### src/rtl/change_dispenser.sv
// Coin change dispenser: pays out an amount in cents as greedy quarter/dime/nickel pulses.
// Optional tube tracking (counts, availability, refill) is enabled by CHANGE_DISPENSER_STOCK_EN.
module change_dispenser #(
  parameter int PULSE_GAP = 2,
  parameter int Q_INIT    = 20,
  parameter int D_INIT    = 20,
  parameter int N_INIT    = 20
) (
  input  logic       clk,
  input  logic       reset,
  input  logic       start,
  input  logic [8:0] amount,
  input  logic       refill,
  output logic       quarter,
  output logic       dime,
  output logic       nickel,
  output logic       busy,
  output logic       done,
  output logic       error,
  output logic [8:0] remaining,
  output logic [2:0] state_dbg
);

  typedef enum logic [2:0] {
    S_IDLE   = 3'd0,
    S_SELECT = 3'd1,
    S_PULSE  = 3'd2,
    S_GAP    = 3'd3,
    S_DONE   = 3'd4
  } state_t;

  typedef enum logic [1:0] {
    C_NONE = 2'd0,
    C_Q    = 2'd1,
    C_D    = 2'd2,
    C_N    = 2'd3
  } coin_t;

  state_t     state_q, state_d;
  coin_t      coin_q, coin_d, coin_sel;
  logic [8:0] rem_q, rem_d;
  logic       err_q, err_d;
  logic [3:0] gap_q, gap_d;
  logic [8:0] coin_val;
  logic       q_avail, d_avail, n_avail;

`ifdef CHANGE_DISPENSER_STOCK_EN
  logic [5:0] q_cnt_q, q_cnt_d;
  logic [5:0] d_cnt_q, d_cnt_d;
  logic [5:0] n_cnt_q, n_cnt_d;

  assign q_avail = (q_cnt_q != 6'd0);
  assign d_avail = (d_cnt_q != 6'd0);
  assign n_avail = (n_cnt_q != 6'd0);

  // Refill only in IDLE; it lands on the same edge as a start, so the payout sees fresh counts.
  always_comb begin
    q_cnt_d = q_cnt_q;
    d_cnt_d = d_cnt_q;
    n_cnt_d = n_cnt_q;
    if (state_q == S_IDLE && refill) begin
      q_cnt_d = 6'(Q_INIT);
      d_cnt_d = 6'(D_INIT);
      n_cnt_d = 6'(N_INIT);
    end else if (state_q == S_PULSE) begin
      case (coin_q)
        C_Q:     q_cnt_d = q_cnt_q - 6'd1;
        C_D:     d_cnt_d = d_cnt_q - 6'd1;
        C_N:     n_cnt_d = n_cnt_q - 6'd1;
        default: ;
      endcase
    end
  end
`else
  logic       unused_refill;
  logic [5:0] unused_init;

  assign q_avail       = 1'b1;
  assign d_avail       = 1'b1;
  assign n_avail       = 1'b1;
  assign unused_refill = refill;
  assign unused_init   = 6'(Q_INIT) ^ 6'(D_INIT) ^ 6'(N_INIT);
`endif

  // Greedy choice; a coin is only picked when remaining covers it, so the subtract cannot wrap.
  always_comb begin
    coin_sel = C_NONE;
    if (rem_q >= 9'd25 && q_avail)      coin_sel = C_Q;
    else if (rem_q >= 9'd10 && d_avail) coin_sel = C_D;
    else if (rem_q >= 9'd5 && n_avail)  coin_sel = C_N;
  end

  always_comb begin
    case (coin_q)
      C_Q:     coin_val = 9'd25;
      C_D:     coin_val = 9'd10;
      C_N:     coin_val = 9'd5;
      default: coin_val = 9'd0;
    endcase
  end

  always_ff @(posedge clk or posedge reset) begin
    if (reset) begin
      state_q <= S_IDLE;
      coin_q  <= C_NONE;
      rem_q   <= 9'd0;
      err_q   <= 1'b0;
      gap_q   <= 4'd0;
`ifdef CHANGE_DISPENSER_STOCK_EN
      q_cnt_q <= 6'(Q_INIT);
      d_cnt_q <= 6'(D_INIT);
      n_cnt_q <= 6'(N_INIT);
`endif
    end else begin
      state_q <= state_d;
      coin_q  <= coin_d;
      rem_q   <= rem_d;
      err_q   <= err_d;
      gap_q   <= gap_d;
`ifdef CHANGE_DISPENSER_STOCK_EN
      q_cnt_q <= q_cnt_d;
      d_cnt_q <= d_cnt_d;
      n_cnt_q <= n_cnt_d;
`endif
    end
  end

  always_comb begin
    state_d = state_q;
    coin_d  = coin_q;
    rem_d   = rem_q;
    err_d   = err_q;
    gap_d   = gap_q;
    case (state_q)
      S_IDLE: begin
        if (start) begin
          rem_d = amount;
          err_d = 1'b0;
          if ((amount % 9'd5) != 9'd0) begin
            err_d   = 1'b1;
            state_d = S_DONE;
          end else begin
            state_d = S_SELECT;
          end
        end
      end
      S_SELECT: begin
        if (rem_q == 9'd0) begin
          state_d = S_DONE;
        end else if (coin_sel == C_NONE) begin
          err_d   = 1'b1;
          state_d = S_DONE;
        end else begin
          coin_d  = coin_sel;
          state_d = S_PULSE;
        end
      end
      S_PULSE: begin
        rem_d   = rem_q - coin_val;
        gap_d   = 4'(PULSE_GAP - 1);
        state_d = S_GAP;
      end
      S_GAP: begin
        if (gap_q == 4'd0) state_d = S_SELECT;
        else               gap_d   = gap_q - 4'd1;
      end
      S_DONE:  state_d = S_IDLE;
      default: state_d = S_IDLE;
    endcase
  end

  // Coin pulses decode the registered choice only in PULSE, so they are one-hot and glitch-safe.
  always_comb begin
    quarter   = (state_q == S_PULSE) && (coin_q == C_Q);
    dime      = (state_q == S_PULSE) && (coin_q == C_D);
    nickel    = (state_q == S_PULSE) && (coin_q == C_N);
    busy      = (state_q != S_IDLE);
    done      = (state_q == S_DONE);
    error     = err_q;
    remaining = rem_q;
    state_dbg = state_q;
  end

endmodule

### config.mk
export PLATFORM = sky130hd
export DESIGN_NAME = change_dispenser
export DESIGN_NICKNAME = d
export VERILOG_FILES = /design/src/rtl/change_dispenser.sv
export SDC_FILE = /design/constraint.sdc
export NUM_CORES = 1
export LEC_CHECK = 0
export ABC_AREA = 0
export CAP_MARGIN = 15
export CORE_MARGIN = 2
export CORE_UTILIZATION = 45
export DETAILED_ROUTE_END_ITERATION = 8
export PLACE_DENSITY = 0.7
export SLEW_MARGIN = 30
export SYNTH_ARGS = -nofsm -noshare
export SYNTH_HDL_FRONTEND = slang
export SYNTH_SLANG_ARGS = --single-unit
### constraint.sdc
create_clock -name clk -period 6.5 [get_ports clk]
set_input_delay 1.3 -clock clk [delete_from_list [all_inputs] [get_ports clk]]
set_output_delay 1.3 -clock clk [all_outputs]
set_load 0.05 [all_outputs]
==> results.cfg <==
[yosys]
mappedNetlistArea_um2 = 1680
post_synth_inst_count = 205
syn_avg_cell_area_um2 = 8.19
synth_sequential_area_ratio_pct = 28.3
syn_nets = 229
synth_flop_cell = sky130_fd_sc_hd__dfrtp_1
netlist-cell-type-count = 54
synth_async_sr_flop_share_pct = 100
synthesis.yosys.warnings = 0
yosys_register_bits = 19
synth_enable_flop_cells = 0

[clock_network]
clkSlewWorstSetupHoldPaths_ns = 0.08
tritoncts = yes
postCtsSetupRepairBufs = 0
cts_buffers = 3
h-tree-depth = 1
cts_root_buf = sky130_fd_sc_hd__clkbuf_8
cts.sink_count = 19
post_cts.resized_instances = 0
cts_hold_buf = 0
clk-insertion-delay-late_ns = 0.26
cts-root-to-sink-buffers = 2

[floorplan]
die-height_um = 65.1
placeableCoreArea_um2 = 3630
row_count = 22
start_util_pct = 46.2
chipWidth_um = 65.1
design.portCount = 31
fp.dieArea_um2 = 4240

[power_and_ir_drop]
cellPowerDensity_nw_per_um2 = 466
finalPower_w = 0.000949
total_leakage_power_nw = 0.847
vdd_drop_max_uv = 234

[critical_path]
critical_path.startpoint_type = flip-flop
reg2regPathDepth = 12
timing.setup.critical_path_class = reg -> out
critical_path.endpoint_type = primary output
ff2ff_setup_slack_ns = 4.14
r2r-end = remaining[8]
worstReg2RegStart = coin_q[0]
crit_fanout = 7
worst_ep_required_time_ns = 5.20
critPathLaunch = state_dbg[1]
crit_arrival_ns = 2.23

[timing]
max-slew-margin-rel_pct = 48.4
timing.final.crit_period_ns = 3.53
final-hold-violation-count = 0
final-setup-viol-count = 0
timing.setup.tns_ns = 0
timing.final.crit_share_pct = 54.2
skew_ns = 0.00271
timing.final.max_slew_violations = 0
fmaxAchievable_mhz = 284
worstMarginPinSlew_ns = 0.769
fin_worst_hold_slack_ns = 0.517
unrepaired_setup_endpoints_after_global_routing = false

[global_route]
groute.layer.met2.usage_pct = 32.2
grt_pass1_vias = 1431
global_route_usage_over_all_layers_pct = 19.5
globalRouteMet1Util_pct = 26.5
grt_use_met3_pct = 1.74
top_usage_layer = met2
largest_net_degree_at_the_start_of_global_routing = 21
gr-total-overflow = 0
grt_antenna_before_repair = 0
grt_first_pass_wirelength_mm = 6.52

[finish]
most-common-layout-cells = sky130_fd_sc_hd__clkdlybuf4s50_1, sky130_fd_sc_hd__nand2_1, sky130_fd_sc_hd__nor2_1, sky130_fd_sc_hd__dfrtp_1, sky130_fd_sc_hd__inv_1
finalCoreUtilization_pct = 56.1
layout_commonest_cell = sky130_fd_sc_hd__clkdlybuf4s50_1
final_cell_count_no_fill = 280
num_antenna_cells = 0
num-nets-final = 257
syn2layout_area_growth_pct = 21.3
final_layout_size_suffix_gt1_share_pct = 6.90

[worst_hold_path]
instance_count_along_the_most_critical_hold_path = 1
holdCritPathClass = reg -> reg
timing.hold.worst.start = gap_q[0]
hold_end = gap_q[0]

[placement]
place.detailed.instances = 276
routabilityCongestion = 0.825
port_buffers = 29
dpl.hpwl_mm = 2.79

[route]
router_iterations_before_antenna_repair = 4
routed_via_density = 5.49
totalWireLength_mm = 3.67
drc_errors = 0
postRouteAntennaNets = 0
route.vias.total = 1537
routed_wire_length_per_instance_um = 13.1
drt-initial-drc-count = 55

[status]
status = completed

[run]
maxcap_violations = 0
power breakdown:
| part | internal, W | switching, W | leakage [nW] |
|---|---|---|---|
| sequential | 0.000166 | 0.0000608 | 0.229 |
| clock | 0.0000427 | 0.0000431 | 0.0255 |
| combinational | 0.000235 | 0.000401 | 0.593 |
| total | 0.000444 | 0.000505 | 0.847 |
stage by stage:
stage               cell area (um2)  setup WS, ns
global placement               1990          2.81
detailed placement             1990          2.79
global route                   2040          2.80
floorplan                      1680          3.33
finish                         2040          2.97
CTS                            2040          2.96
routing by layer:
metal | vias to the layer above | part of all wire, %
li1 | 782 | -
met4 | 0 | 1.3
met5 | - | 0
met3 | 5 | 2.6
met1 | 724 | 50
met2 | 26 | 46
cells by family (layout without fill, tap and decap cells):
family	Yosys count	after routing	synth area share, %
AOI/OAI and AO/OA	56	56	22.4
buffers and inverters	22	49	6.11
muxes	5	5	2.98
xor gates and xnor gates	8	8	4.17
DFF	19	19	28.3
and+or+nand+nor	84	84	27.3
adders and majority gates	11	11	8.64
area by class of cell:
cell class,instances,area [um2]
Timing Repair Buffer,30,298
Tap cell,48,60.1
Fill cell,373,1600
Clock buffer,3,41.3
Multi-Input combinational cell,164,1100
Clock inverter,1,5.00
Sequential cell,19,475
Inverter,15,56.3
registers in the layout, indices dropped and copies added, names as in the netlist:
name       cells
state_dbg      3
remaining      9
error          1
coin_q         2
gap_q          4
cells in the mapped netlist (4+ instances only):
master,count,area [um2]
sky130_fd_sc_hd__mux2i_1,5,50.1
sky130_fd_sc_hd__nand3b_1,4,30.0
sky130_fd_sc_hd__nor3_1,6,30.0
sky130_fd_sc_hd__nand3_1,7,35.0
sky130_fd_sc_hd__nor2b_1,4,25.0
sky130_fd_sc_hd__o21ai_0,14,70.1
sky130_fd_sc_hd__nand2b_1,4,25.0
sky130_fd_sc_hd__inv_1,15,56.3
sky130_fd_sc_hd__dfrtp_1,19,475
sky130_fd_sc_hd__or2b_1,4,30.0
sky130_fd_sc_hd__xnor2_1,5,43.8
sky130_fd_sc_hd__a21oi_1,13,65.1
sky130_fd_sc_hd__nand2_1,20,75.1
sky130_fd_sc_hd__ha_1,10,125
sky130_fd_sc_hd__nor2_1,19,71.3
worst max-delay path by stage:
stage	endpoint	slack, ns	depth (start not counted)
3_3_place_gp	state_dbg[2]	2.81	8
3_5_place_dp	state_dbg[2]	2.79	8
5_1_grt	busy	2.80	3
4_1_cts	dime	2.96	4
6_report	quarter	2.97	4
2_1_floorplan	done	3.33	1
critical path, stage by stage, from the launching register on:
cell,delay (ns)
sky130_fd_sc_hd__dfrtp_1,0.40
sky130_fd_sc_hd__nor2b_1,0.34
sky130_fd_sc_hd__nand2b_1,0.26
sky130_fd_sc_hd__nor2_1,0.15
sky130_fd_sc_hd__clkdlybuf4s50_1,0.81
Note: power is estimated with default switching activity, not from simulation.
